==> src/rtl/imem_boot_loader.sv <==
// ============================================================================
// Module   : imem_boot_loader
// Purpose  : Streams a program byte-wise into instruction memory and holds the
//            core in reset until a complete load has landed.
// Revision : 1.0  initial release
// ============================================================================
`default_nettype none

module imem_boot_loader #(
    parameter int DEPTH_WORDS = 32,
    parameter bit BOOT_HELD   = 1'b0
) (
    input  logic        clk,
    input  logic        rst_n,
    input  logic        start_i,
    input  logic [5:0]  num_words_i,
    input  logic        abort_i,
    input  logic [7:0]  rx_data_i,
    input  logic        rx_valid_i,
    output logic        rx_ready_o,
    input  logic [31:0] core_pc_i,
    output logic [31:0] mem_addr_o,
    output logic [31:0] mem_wdata_o,
    output logic        mem_we_o,
    output logic        core_rst_n_o,
    output logic        busy_o,
    output logic        done_o
);

    typedef enum logic [1:0] {
        S_IDLE  = 2'd0,
        S_LOAD  = 2'd1,
        S_WRITE = 2'd2,
        S_DONE  = 2'd3
    } state_t;

    localparam logic [31:0] C_DEPTH = 32'(DEPTH_WORDS);

    state_t      state_q,    state_d;
    logic [5:0]  n_q,        n_d;
    logic [5:0]  word_cnt_q, word_cnt_d;
    logic [1:0]  byte_cnt_q, byte_cnt_d;
    logic [23:0] asm_q,      asm_d;
    logic [31:0] wdata_q,    wdata_d;
    logic        loaded_q,   loaded_d;

    logic [5:0]  w_n_clamped;
    logic [5:0]  w_word_inc;
    logic        w_accept;

    // Clamp the requested length to the memory capacity.
    always_comb begin
        if ({26'd0, num_words_i} > C_DEPTH) begin
            w_n_clamped = C_DEPTH[5:0];
        end else begin
            w_n_clamped = num_words_i;
        end
    end

    assign w_word_inc = word_cnt_q + 6'd1;
    assign w_accept   = rx_ready_o & rx_valid_i;

    always_ff @(posedge clk or negedge rst_n) begin
        if (!rst_n) begin
            state_q    <= S_IDLE;
            n_q        <= 6'd0;
            word_cnt_q <= 6'd0;
            byte_cnt_q <= 2'd0;
            asm_q      <= 24'd0;
            wdata_q    <= 32'd0;
            loaded_q   <= ~BOOT_HELD;
        end else begin
            state_q    <= state_d;
            n_q        <= n_d;
            word_cnt_q <= word_cnt_d;
            byte_cnt_q <= byte_cnt_d;
            asm_q      <= asm_d;
            wdata_q    <= wdata_d;
            loaded_q   <= loaded_d;
        end
    end

    always_comb begin
        state_d    = state_q;
        n_d        = n_q;
        word_cnt_d = word_cnt_q;
        byte_cnt_d = byte_cnt_q;
        asm_d      = asm_q;
        wdata_d    = wdata_q;
        loaded_d   = loaded_q;

        case (state_q)
            S_IDLE: begin
                if (start_i) begin
                    n_d        = w_n_clamped;
                    word_cnt_d = 6'd0;
                    byte_cnt_d = 2'd0;
                    state_d    = (w_n_clamped == 6'd0) ? S_DONE : S_LOAD;
                end
            end
            S_LOAD: begin
                if (abort_i) begin
                    state_d    = S_IDLE;
                    byte_cnt_d = 2'd0;
                    asm_d      = 24'd0;
                    loaded_d   = 1'b0;
                end else if (w_accept) begin
                    byte_cnt_d = byte_cnt_q + 2'd1;
                    case (byte_cnt_q)
                        2'd0:    asm_d[7:0]   = rx_data_i;
                        2'd1:    asm_d[15:8]  = rx_data_i;
                        2'd2:    asm_d[23:16] = rx_data_i;
                        default: begin
                            wdata_d = {rx_data_i, asm_q};
                            state_d = S_WRITE;
                        end
                    endcase
                end
            end
            S_WRITE: begin
                if (abort_i) begin
                    state_d  = S_IDLE;
                    loaded_d = 1'b0;
                end else begin
                    word_cnt_d = w_word_inc;
                    state_d    = (w_word_inc == n_q) ? S_DONE : S_LOAD;
                end
            end
            default: begin
                state_d  = S_IDLE;
                loaded_d = ~abort_i;
            end
        endcase
    end

    // Memory port belongs to the core whenever the loader is idle.
    assign mem_addr_o   = (state_q == S_IDLE) ? core_pc_i
                                              : {24'd0, word_cnt_q, 2'b00};
    assign mem_wdata_o  = wdata_q;
    assign mem_we_o     = (state_q == S_WRITE) & ~abort_i;
    assign rx_ready_o   = (state_q == S_LOAD) & ~abort_i;
    assign busy_o       = (state_q != S_IDLE);
    assign done_o       = (state_q == S_DONE) & ~abort_i;
    assign core_rst_n_o = loaded_q & (state_q == S_IDLE);

endmodule

`default_nettype wire

==> config.mk <==
export PLATFORM = sky130hd
export DESIGN_NAME = imem_boot_loader
export DESIGN_NICKNAME = d
export VERILOG_FILES = /design/src/rtl/imem_boot_loader.sv
export SDC_FILE = /design/constraint.sdc
export NUM_CORES = 1
export LEC_CHECK = 0
export ABC_AREA = 1
export BUFFER_PORTS_ARGS = -buffer_cell sky130_fd_sc_hd__clkbuf_2
export CAP_MARGIN = 20
export CORE_UTILIZATION = 54
export DETAILED_ROUTE_END_ITERATION = 8
export GPL_TIMING_DRIVEN = 0
export PLACE_DENSITY = 0.85
export SYNTH_ARGS = -nofsm -noshare
export SYNTH_HDL_FRONTEND = slang
export SYNTH_SLANG_ARGS = --single-unit
==> constraint.sdc <==
create_clock -name clk -period 2.75 [get_ports clk]
set_input_delay 0.275 -clock clk [delete_from_list [all_inputs] [get_ports clk]]
set_output_delay 0.275 -clock clk [all_outputs]
set_load 0.03 [all_outputs]
# [Word-level counts from Yosys, hierarchy flattened]
# Cells that the tools add are included.
[word_totals] regBits=73 input_bits=51 out_inout_bits=69 word_cells=76
[classes] addsub=2 magnitude_cmp=1 eq_ne=11 mux=24 n_bitwise=8 n_reduce_logical=21
[op_table] cell="$mux W24" count=2
[op_table] cell="$mux W32" count=1
[op_table] cell="$mux W8" count=3
[op_table] cell="$mux W2" count=10
[op_table] cell="$mux W6" count=3
[op_table] cell="$reduce_and A3 Y1" count=6
[op_table] cell="$reduce_bool A2 Y1" count=7
[op_table] cell="$pmux W6 S2" count=1
[op_table] cell="$add A6 B1 Y6 const B" count=1
[op_table] cell="$eq A2 B2 Y1 const B" count=3
[op_table] cell="$eq A6 B6 Y1" count=1
[op_table] cell="$gt A6 B6 Y1 const B" count=1
[op_table] cell="$logic_not A6 Y1" count=1
[op_table] cell="$ne A3 B3 Y1 const B" count=2
[op_table] cell="$pmux W2 S3" count=1
[op_table] cell="$and A1 B1 Y1" count=5
[op_table] cell="$eq A2 B1 Y1 const B" count=2
[op_table] cell="$logic_not A2 Y1" count=2
[op_table] cell="$ne A2 B2 Y1 const B" count=2
[op_table] cell="$pmux W2 S2" count=1
[op_table] cell="$reduce_and A2 Y1" count=2
[op_table] cell="$reduce_and A4 Y1" count=1
[op_table] cell="$not A1 Y1" count=3
[op_table] cell="$reduce_or A3 Y1" count=1
[op_table] cell="other kinds (5)" count=5

# [Logic depth before layout (Yosys ltp)]
# Gate-level depths: netlist (run 1).
[logic_depth] ltp_word=6 ltp_mapped=13 mapped_depth_nobuf=13

# [Worst setup path after synthesis (run 1)]
# No wires, ideal clock.
[synth_timing] path_kind="flip-flop to output port" from="register state_q[0]" to="output port mem_addr_o[2]" arrival_ns=1.656 slack_ns=0.819 stages_incl_launch_ff=6 path_buffers=2 path_cell_list="dfrtp_1 inv_1 ha_1 buf_2 clkbuf_1 o21ai_0"
[synth_via] elab_chain_len=2
[synth_lines] item="from (decl)" line_no="39" text="state_t state_q, state_d;"
[synth_lines] item="from (signal assigned)" line_no="73" text="state_q <= state_d;"
[synth_lines] item="$logic_not A2 Y1" line_no="137" text="assign mem_addr_o = (state_q == S_IDLE) ? core_pc_i"
[synth_lines] item="$mux W32" line_no="137"
[synth_lines] item="to (decl)" line_no="22" text="output logic [31:0] mem_addr_o,"
# No other way between the ends.

# [Worst setup path in the final report (run 1)]
[layout_timing] from="register state_q[0]" to="output port mem_addr_o[5]"
# Same word-level chain as after synthesis.

==> results of run 1 <==
==> where the power goes <==
group / internal, uW / switching [uW]
clock: 534 / 397
sequential: 1320 / 162
combinational: 474 / 1140
==> flip-flops by register name, indices dropped and copies added (netlist names) <==
signal / flops
mem_wdata_o: 32
asm_q: 24
n_q: 6
word_cnt_q: 6
byte_cnt_q: 2
state_q: 2
loaded_q: 1
==> routing by layer <==
| metal | up-vias | track usage (%) | share of wire, % |
|---|---|---|---|
| met5 | - | 0 | 0 |
| met3 | 17 | 4.18 | 6.8 |
| met1 | 1453 | 30.2 | 40 |
| li1 | 1454 | - | - |
| met2 | 147 | 46.8 | 51 |
| met4 | 0 | 12.8 | 2.2 |
==> worst max-delay path, delay by kind of cell, from the launching register on <==
kind            cells  cell delay, ns
buf+inv             4            0.90
simple gates        1            0.09
flops               1            0.43
fa+ha+maj           1            0.15
compound gates      1            0.09
==> Yosys cell counts <==
library cell,count,area share (%)
a211oi_1,1,0.22
xnor2_1,1,0.25
nand2_1,103,11
mux2_2,32,10
dfrtp_1,72,52
o21ai_0,40,5.8
nor3_1,2,0.29
nor2_4,1,0.33
nand4_1,4,0.72
buf_4,1,0.22
inv_1,58,6.3
buf_2,1,0.14
nand3_1,12,1.7
nor2_1,15,1.6
o22ai_1,6,1.1
dfstp_2,1,0.76
ha_1,10,3.6
a21oi_1,5,0.72
clkbuf_1,5,0.54
nand3_4,1,0.51
buf_6,5,1.6
==> through the flow <==
stage	worst slack [ns]	power, uW	hold WS, ns	std cells
final	0.474	4020	0.163	588
after global routing	0.233	4280	0.180	588
after CTS	0.432	4030	0.158	588
after detailed placement	0.817	3090	0.252	571
after global placement	0.859	3020	0.464	570
after floorplan	0.819	2590	-0.0206	376
==> logic make-up after synthesis <==
group | count (synthesis)
xor+xnor | 1
buf+inv | 70
mux | 32
fa+ha+maj | 10
flops | 73
compound gates | 52
simple gates | 138
==> cell usage in the layout (no fill, tap or decap) <==
| cell | Yosys | layout |
|---|---|---|
| clkbuf_2 | 0 | 118 |
| nand2_1 | 103 | 103 |
| dfrtp_1 | 72 | 72 |
| inv_1 | 58 | 58 |
| o21ai_0 | 40 | 40 |
| mux2_2 | 32 | 32 |
| nor2_1 | 15 | 15 |
| nand3_1 | 12 | 12 |
| ha_1 | 10 | 10 |
| clkbuf_8 | 0 | 10 |
| clkbuf_1 | 5 | 6 |
| o22ai_1 | 6 | 6 |
| buf_6 | 5 | 5 |
| a21oi_1 | 5 | 5 |
| nand4_1 | 4 | 4 |
| nor3_1 | 2 | 2 |
| bufinv_16 | 0 | 2 |
| clkinv_2 | 0 | 2 |
| buf_2 | 1 | 1 |
| nor2_4 | 1 | 1 |
| buf_4 | 1 | 1 |
| nand3_4 | 1 | 1 |
| xnor2_1 | 1 | 1 |
| a211oi_1 | 1 | 1 |
| clkinv_4 | 0 | 1 |
| dlygate4sd3_1 | 0 | 1 |
| clkbuf_4 | 0 | 1 |
| buf_16 | 0 | 1 |
| dfstp_2 | 1 | 1 |
==> layout make-up <==
| class | count | area (um2) |
|---|---|---|
| flip-flops and latches | 73 | 1830 |
| fillers | 439 | 1650 |
| multi-input cells | 233 | 1330 |
| repair buffers | 121 | 636 |
| inverters | 58 | 218 |
| clock buffers | 11 | 141 |
| well taps | 75 | 93.8 |
| plain buffers | 12 | 87.6 |
| clock inverters | 5 | 78.8 |
==> how the worst max path moves through the flow <==
stage / startpoint / to / slack (ns) / cells after the start
2_1_floorplan: state_q[0] / mem_addr_o[2] / 0.82 / 5
3_3_place_gp: rst_n / mem_wdata_o[24] / 0.86 / 1
3_5_place_dp: state_q[0] / mem_addr_o[5] / 0.82 / 7
4_1_cts: state_q[0] / mem_addr_o[5] / 0.43 / 7
5_1_grt: state_q[0] / mem_addr_o[5] / 0.23 / 7
6_report: state_q[0] / mem_addr_o[5] / 0.47 / 7
==> timing repair <==
item / CTS / global route
hold endpoints to repair: 27 / 0
hold buffers: 1 / 0
resized for setup: 0 / 0
buffers inserted: 0 / 0
==> impl_metrics.env, run 1 <==
export IMPL_drc=0
export IMPL_htreeDepth=3
export IMPL_routed_wl_mm=7.99
export IMPL_worstHoldStart="num_words_i[3]"
export IMPL_finalCritPeriodShare_pct=82.8
export IMPL_synth_seq_cells=73
export IMPL_worstMarginPinSlew_ns=0.471
export IMPL_finalMaxSlewViolations=0
export IMPL_path_clk_slew_ns=0.08
export IMPL_cpPeakStageDelay_ns=0.43
export IMPL_core_area_um2=6060
export IMPL_crit_required_ns=2.48
export IMPL_powerDensity_nw_per_um2=910
export IMPL_slowest_stage="dfrtp_1"
export IMPL_crit_fanout=10
export IMPL_max_vdd_ir_drop_v=0.000522
export IMPL_setup_viol=0
export IMPL_drtIter0Drc=126
export IMPL_gp_congestion=0.870
export IMPL_crit_path_end_kind="output pin"
export IMPL_syn_area_per_cell_um2=9.21
export IMPL_die_w_um=82.1
export IMPL_clock_latency_ns=0.35
export IMPL_rsz0062_at_grt="no"
export IMPL_synth_xor_area_share_pct=0.253
export IMPL_ios=120
export IMPL_wire_per_inst_um=13.6
export IMPL_status="completed"
export IMPL_grt_usage_pct=26.1
export IMPL_path_class="flop to output pin"
export IMPL_slew_headroom_pct=68.6
export IMPL_period_needed_ns=2.28
export IMPL_min_path_type="input pin to flop"
export IMPL_synthAdderAreaFrac_pct=3.61
export IMPL_hold_depth=3
export IMPL_initial_core_util_pct=57.2
export IMPL_clk_root_buffer_cell="clkbuf_8"
export IMPL_grt_max_degree=47
export IMPL_cp_cell_sequence="inv_1 -> ha_1 -> buf_2 -> clkbuf_1 -> nand2_1 -> o21ai_0 -> clkbuf_2"
export IMPL_antenna_found_initial=0
export IMPL_syn_instance_count=376
export IMPL_placed_cell_area_um2=4180
export IMPL_num_rows=28
export IMPL_diodes=0
export IMPL_cts_buffers=9
export IMPL_max_cap_viol_count=0
export IMPL_syn_to_final_growth_pct=27.4
export IMPL_finClkSkew_ns=0.00850
export IMPL_r2r_cells=10
export IMPL_drt_pass1_iter_count=4
export IMPL_fmax_mhz=439
export IMPL_die_height_um=82.1
export IMPL_routed_via_density=5.22
export IMPL_synthesis_nets=437
export IMPL_synth_top_family_by_area="simple AND/OR/NAND/NOR gates"
export IMPL_yosysUniqueCellTypes=21
export IMPL_port_buffer_count=119
export IMPL_die_area_um2=6740
export IMPL_ant_nets=0
export IMPL_ys_seq_area_share_pct=52.8
export IMPL_yosysWarnings=0
export IMPL_rrSetupSlack_ns=0.88
export IMPL_cts_sinks=73
export IMPL_globalRouteOverflowTotal=0
export IMPL_min_to="n_q[3]"
export IMPL_fin_setup_tns_ns=0
export IMPL_fin_nets=569
export IMPL_crit_arrival_ns=2.00
export IMPL_final_util_pct=72.8
export IMPL_muxShareOfSynthArea_pct=10.4
export IMPL_clk_path_buf_depth=2
export IMPL_drive_gt1_share_pct=34.5
export IMPL_rr_startpoint="state_q[0]"
export IMPL_start_kind="flop"
export IMPL_cts_tree="yes"
export IMPL_yosys_area_share_simple_pct=16.4
export IMPL_regToRegEndpoint="state_q[0]"
export IMPL_num_vias=3071
export IMPL_grt_pass1_vias=3011
export IMPL_p_leak_uw=0.00259
export IMPL_fin_area_um2=4410
export IMPL_dp_hpwl_mm=6.00
export IMPL_grt_pass1_wl_mm=13.1
export IMPL_synth_area_um2=3460
export IMPL_hold_violations=0
export IMPL_synth_compound_area_share_pct=7.80
Power figures use the tool's default switching activity.
==> run 2, diff against run 1 <==
- CORE_UTILIZATION: 54 -> 50
- PLACE_DENSITY: 0.85 -> 0.8
- clock period: 2.75 -> 2.3 ns (I/O delays scaled with it)
==> run 2 against run 1 <==
Compared with the run above: die area grew 7.8%; first-iteration DRC count grew 31%; critical path depth is the same; critical endpoint is now mem_addr_o[6]; design area grew 0.28%; register-to-register slack lost 0.40 ns; wire length grew 1.1%; sequential power grew 19%; global-route usage shrank 1.8 points; utilization shrank 5.1 points; largest power group unchanged; hold slack lost 0.038 ns.
==> impl_metrics.env, run 2 (synthesis gave the netlist of run 1 again) <==
export IMPL_status="completed"
export IMPL_path_class="flop to output pin"
export IMPL_drt_pass1_iter_count=4
export IMPL_period_needed_ns=2.07
export IMPL_min_path_type="input pin to flop"
export IMPL_highest_layer="met4"
export IMPL_grt_pass1_wl_mm=13.6
export IMPL_cpMostUsedCell="clkbuf_2"
export IMPL_start_kind="flop"
export IMPL_num_vias=3004
export IMPL_final_util_pct=67.8
export IMPL_core_area_um2=6530
export IMPL_die_w_um=85.2
export IMPL_die_height_um=85.2
export IMPL_finalCritPeriodShare_pct=89.8
export IMPL_clock_latency_ns=0.35
export IMPL_worstMarginPinSlew_ns=0.498
export IMPL_mostFrequentLayoutCells="clkbuf_2, nand2_1, dfrtp_1, inv_1, o21ai_0"
export IMPL_port_buffer_count=119
export IMPL_finClkSkew_ns=0.0112
export IMPL_dp_hpwl_mm=6.15
export IMPL_drtIter0Drc=165
export IMPL_globalRouteOverflowTotal=0
export IMPL_mostFrequentLayoutCell="clkbuf_2"
export IMPL_hold_violations=0
export IMPL_finalMaxSlewViolations=0
export IMPL_rr_startpoint="state_q[0]"
export IMPL_fmax_mhz=484
export IMPL_fin_setup_tns_ns=0
export IMPL_grt_usage_pct=24.3
export IMPL_diodes=0
export IMPL_syn_to_final_growth_pct=27.8
export IMPL_largest_reg_flops=32
export IMPL_crit_required_ns=2.07
export IMPL_worst_slack_ns=0.234
export IMPL_crit_path_end_kind="output pin"
export IMPL_cpPeakStageDelay_ns=0.42
export IMPL_placed_cell_area_um2=4190
export IMPL_routed_wl_mm=8.08
export IMPL_post_cts_repair_setup_buffers=0
export IMPL_ant_nets=0
export IMPL_crit_arrival_ns=1.84
export IMPL_antenna_found_initial=0
export IMPL_wire_per_inst_um=13.7
export IMPL_worstHoldStart="rx_data_i[2]"
export IMPL_path_clk_slew_ns=0.09
export IMPL_routed_via_density=5.09
export IMPL_slowest_stage="dfrtp_1"
export IMPL_wl_met1_mm=3.29
export IMPL_cts_sinks=73
export IMPL_cp_cell_sequence="inv_1 -> ha_1 -> buf_2 -> clkbuf_2 -> nand2_1 -> o21ai_0 -> clkbuf_2"
export IMPL_clk_root_buffer_cell="clkbuf_8"
export IMPL_hold_depth=2
export IMPL_powerDensity_nw_per_um2=1090
export IMPL_initial_core_util_pct=53.0
export IMPL_rsz0062_at_grt="no"
export IMPL_die_area_um2=7270
export IMPL_max_vdd_ir_drop_v=0.000682
export IMPL_drc=0
export IMPL_cts_buffers=9
export IMPL_gp_congestion=0.840
export IMPL_fin_area_um2=4430
export IMPL_min_to="mem_wdata_o[26]"
export IMPL_crit_fanout=10
export IMPL_ios=120
export IMPL_max_cap_viol_count=0
export IMPL_regToRegEndpoint="byte_cnt_q[0]"
export IMPL_cts_tree="yes"
export IMPL_slew_headroom_pct=66.8
export IMPL_dp_cells=573
export IMPL_grt_pass1_vias=2992
export IMPL_instances_no_fill=590
export IMPL_drive_gt1_share_pct=35.5
export IMPL_clk_path_buf_depth=2
export IMPL_num_rows=29
export IMPL_fill_cells=500
export IMPL_preCtsSetupSlack_ns=0.408
export IMPL_p_leak_uw=0.00259
export IMPL_r2r_cells=8
export IMPL_setup_viol=0
export IMPL_dr_wl_met3_um=362
export IMPL_route_met2_wl_mm=4.24
export IMPL_rrSetupSlack_ns=0.48
export IMPL_fin_nets=569
export IMPL_htreeDepth=3
export IMPL_grt_max_degree=53
## run 2: cell type report
cell class / instances / area (um2) / share of cell area, %
clock buffer: 9 / 124 / 2.80
timing repair buffer: 121 / 636 / 14.4
multi-input combinational: 233 / 1330 / 30.1
inverter: 58 / 218 / 4.92
tap: 77 / 96.3 / 2.18
sequential: 73 / 1830 / 41.3
buffer: 12 / 92.6 / 2.09
clock inverter: 7 / 101 / 2.29
## run 2: per-stage QoR
step           hold slack (ns)  total power (uW)
2_1_floorplan          -0.0656              3090
6_report                 0.125              4840
3_3_place_gp             0.462              3610
4_1_cts                  0.118              4850
3_5_place_dp             0.173              3710
5_1_grt                  0.132              5150
## run 2: how the worst max path moves through the flow
stage               slack [ns]             to        from  depth (start not counted)
finish                    0.23  mem_addr_o[6]  state_q[0]                          7
global route              0.09  mem_addr_o[6]  state_q[0]                          7
CTS                       0.02  mem_addr_o[6]  state_q[0]                          7
detailed placement        0.41  mem_addr_o[6]  state_q[0]                          7
global placement          0.45   core_rst_n_o  state_q[0]                          7
floorplan                 0.41  mem_addr_o[2]  state_q[0]                          5
## run 2: where the power goes
group	total [uW]	internal, uW	switching, uW
clock	1130	619	513
combinational	1950	576	1370
sequential	1760	1570	186
## run 2: critical path: cells and delay by family (launching register included)
family	cells	cell delay, ns
buffers and inverters	4	0.78
DFF	1	0.42
adders and majority gates	1	0.15
and+or+nand+nor	1	0.07
AOI/OAI and AO/OA	1	0.07
## run 2: routing by layer
layer | up-vias | global-route usage (%)
met1 | 1423 | 27.6
met4 | 0 | 11.9
met5 | - | 0
met3 | 14 | 3.60
met2 | 113 | 44.5
li1 | 1454 | -
## run 2: repair_timing
action / 4_1_cts / 5_1_grt
endpoints found under the hold margin: 21 / 0
gates resized for setup: 0 / 8
hold buffers: 1 / 0
endpoints found under the setup margin: 0 / 16
==> run 3, diff against run 2 <==
- clock period: 2.3 -> 2.05 ns (I/O delays scaled with it)
==> run 3 against run 2 <==
Compared with the run above: wire length rose by 0.84%; clock power up 13%; hold slack got worse by 0.027 ns; non-clock buffer count increased by 1; clock skew is 0.00061 ns lower; critical path type unchanged.
==> impl_metrics.env, run 3 (synthesis gave the netlist of run 1 again) <==
export IMPL_status="completed"
export IMPL_final_util_pct=68.2
export IMPL_crit_path_end_kind="output pin"
export IMPL_ant_nets=0
export IMPL_antenna_found_initial=0
export IMPL_sw_frac_of_total_pct=42.4
export IMPL_fin_nets=570
export IMPL_mostFrequentLayoutCells="clkbuf_2, nand2_1, dfrtp_1, inv_1, o21ai_0"
export IMPL_syn_to_final_growth_pct=28.6
export IMPL_pwr_share_clk_pct=23.3
export IMPL_slew_headroom_pct=66.8
export IMPL_grt_pass1_vias=2992
export IMPL_worstHoldStart="num_words_i[0]"
export IMPL_wire_per_inst_um=13.8
export IMPL_setup_viol=0
export IMPL_max_vdd_ir_drop_v=0.000773
export IMPL_diodes=0
export IMPL_drtIter0Drc=162
export IMPL_globalRouteOverflowTotal=0
export IMPL_preCtsSetupSlack_ns=0.183
export IMPL_num_vias=3031
export IMPL_powerDensity_nw_per_um2=1230
export IMPL_hold_violations=0
export IMPL_htreeDepth=3
export IMPL_period_needed_ns=1.98
export IMPL_ios=120
export IMPL_fin_hold_ws_ns=0.0981
export IMPL_cts_tree="yes"
export IMPL_crit_arrival_ns=1.78
export IMPL_switchingPower_uw=2330
export IMPL_finalCritPeriodShare_pct=96.7
export IMPL_die_area_um2=7270
export IMPL_pwr_share_comb_pct=40.9
export IMPL_clk_path_buf_depth=2
export IMPL_worstMarginPinSlew_ns=0.498
export IMPL_grt_pass1_wl_mm=13.6
export IMPL_max_cap_viol_count=0
export IMPL_clock_latency_ns=0.35
export IMPL_cts_buffers=9
export IMPL_path_class="flop to output pin"
export IMPL_crit_required_ns=1.85
export IMPL_fin_setup_tns_ns=0
export IMPL_min_path_type="input pin to flop"
export IMPL_grt_max_degree=53
export IMPL_worst_slack_ns=0.0679
export IMPL_finalMaxSlewViolations=0
export IMPL_path_clk_slew_ns=0.08
export IMPL_clk_root_buffer_cell="clkbuf_8"
export IMPL_routed_via_density=5.13
export IMPL_crit_fanout=10
export IMPL_power_uw=5490
export IMPL_r2r_cells=8
export IMPL_drc=0
export IMPL_min_to="n_q[0]"
export IMPL_core_area_um2=6530
export IMPL_die_height_um=85.2
export IMPL_start_kind="flop"
export IMPL_fmax_mhz=505
export IMPL_drive_gt1_share_pct=35.8
export IMPL_rrSetupSlack_ns=0.21
export IMPL_gp_congestion=0.840
export IMPL_hold_depth=3
export IMPL_port_buffer_count=119
export IMPL_drt_pass1_iter_count=4
export IMPL_seqPwrFrac_pct=35.9
export IMPL_p_leak_uw=0.00260
export IMPL_cts_sinks=73
export IMPL_dp_hpwl_mm=6.15
export IMPL_finClkSkew_ns=0.0106
export IMPL_rr_startpoint="state_q[0]"
export IMPL_regToRegEndpoint="byte_cnt_q[0]"
export IMPL_p_int_uw=3160
export IMPL_routed_wl_mm=8.14
export IMPL_largest_reg_flops=32
export IMPL_initial_core_util_pct=53.0
export IMPL_num_rows=29
export IMPL_grt_usage_pct=24.3
export IMPL_die_w_um=85.2
export IMPL_mostFrequentLayoutCell="clkbuf_2"
-- run 3: repair_timing --
item / in CTS / in global routing
resized for setup: 5 / 21
endpoints found under the hold margin: 21 / 0
hold buffers: 1 / 0
setup buffers: 0 / 1
setup endpoints to repair: 33 / 33
-- run 3: power by group through the flow --
| stage | logic (uW) | registers [uW] | clock network [uW] |
|---|---|---|---|
| after global placement | 2090 | 1970 | 0 |
| after global routing | 2490 | 2010 | 1350 |
| after CTS | 2210 | 1970 | 1280 |
| final | 2240 | 1970 | 1280 |
| after floorplan | 1450 | 2030 | 0 |
| after detailed placement | 2170 | 1990 | 0 |
-- run 3: worst max-delay path by stage --
stage               start            end  slack [ns]  depth (start not counted)
2_1_floorplan  state_q[0]  mem_addr_o[2]        0.19                          5
3_3_place_gp   state_q[0]   core_rst_n_o        0.22                          7
3_5_place_dp   state_q[0]  mem_addr_o[6]        0.18                          7
4_1_cts        state_q[0]  mem_addr_o[3]       0.009                          7
5_1_grt        state_q[0]  mem_addr_o[2]       -0.02                          7
6_report       state_q[0]  mem_addr_o[4]        0.07                          6
-- run 3: critical path, stage by stage, from the launching register on --
cell	delay (ns)
dfrtp_1	0.41
inv_1	0.10
ha_1	0.19
buf_2	0.17
clkbuf_4	0.19
o21ai_0	0.16
buf_2	0.22
-- run 3: through the flow --
step / instance area [um2] / std cells
floorplan: 3460 / 376
global placement: 4160 / 572
CTS: 4430 / 590
global route: 4460 / 591
finish: 4460 / 591
detailed placement: 4190 / 573
-- run 3: final cells by class --
cell class                 count  area, um2
buffer                        12        103
clock buffer                   9        124
clock inverter                 7        101
fill                         495       2080
inverter                      58        218
multi-input combinational    233       1330
sequential                    73       1830
tap                           77       96.3
timing repair buffer         122        653
-- run 3: routing by layer --
metal	track usage [%]	wire [um]	vias up
li1	-	-	1454
met1	27.6	3260	1443
met2	44.5	4300	120
met3	3.60	401	14
met4	11.9	185	0
met5	0	0	-
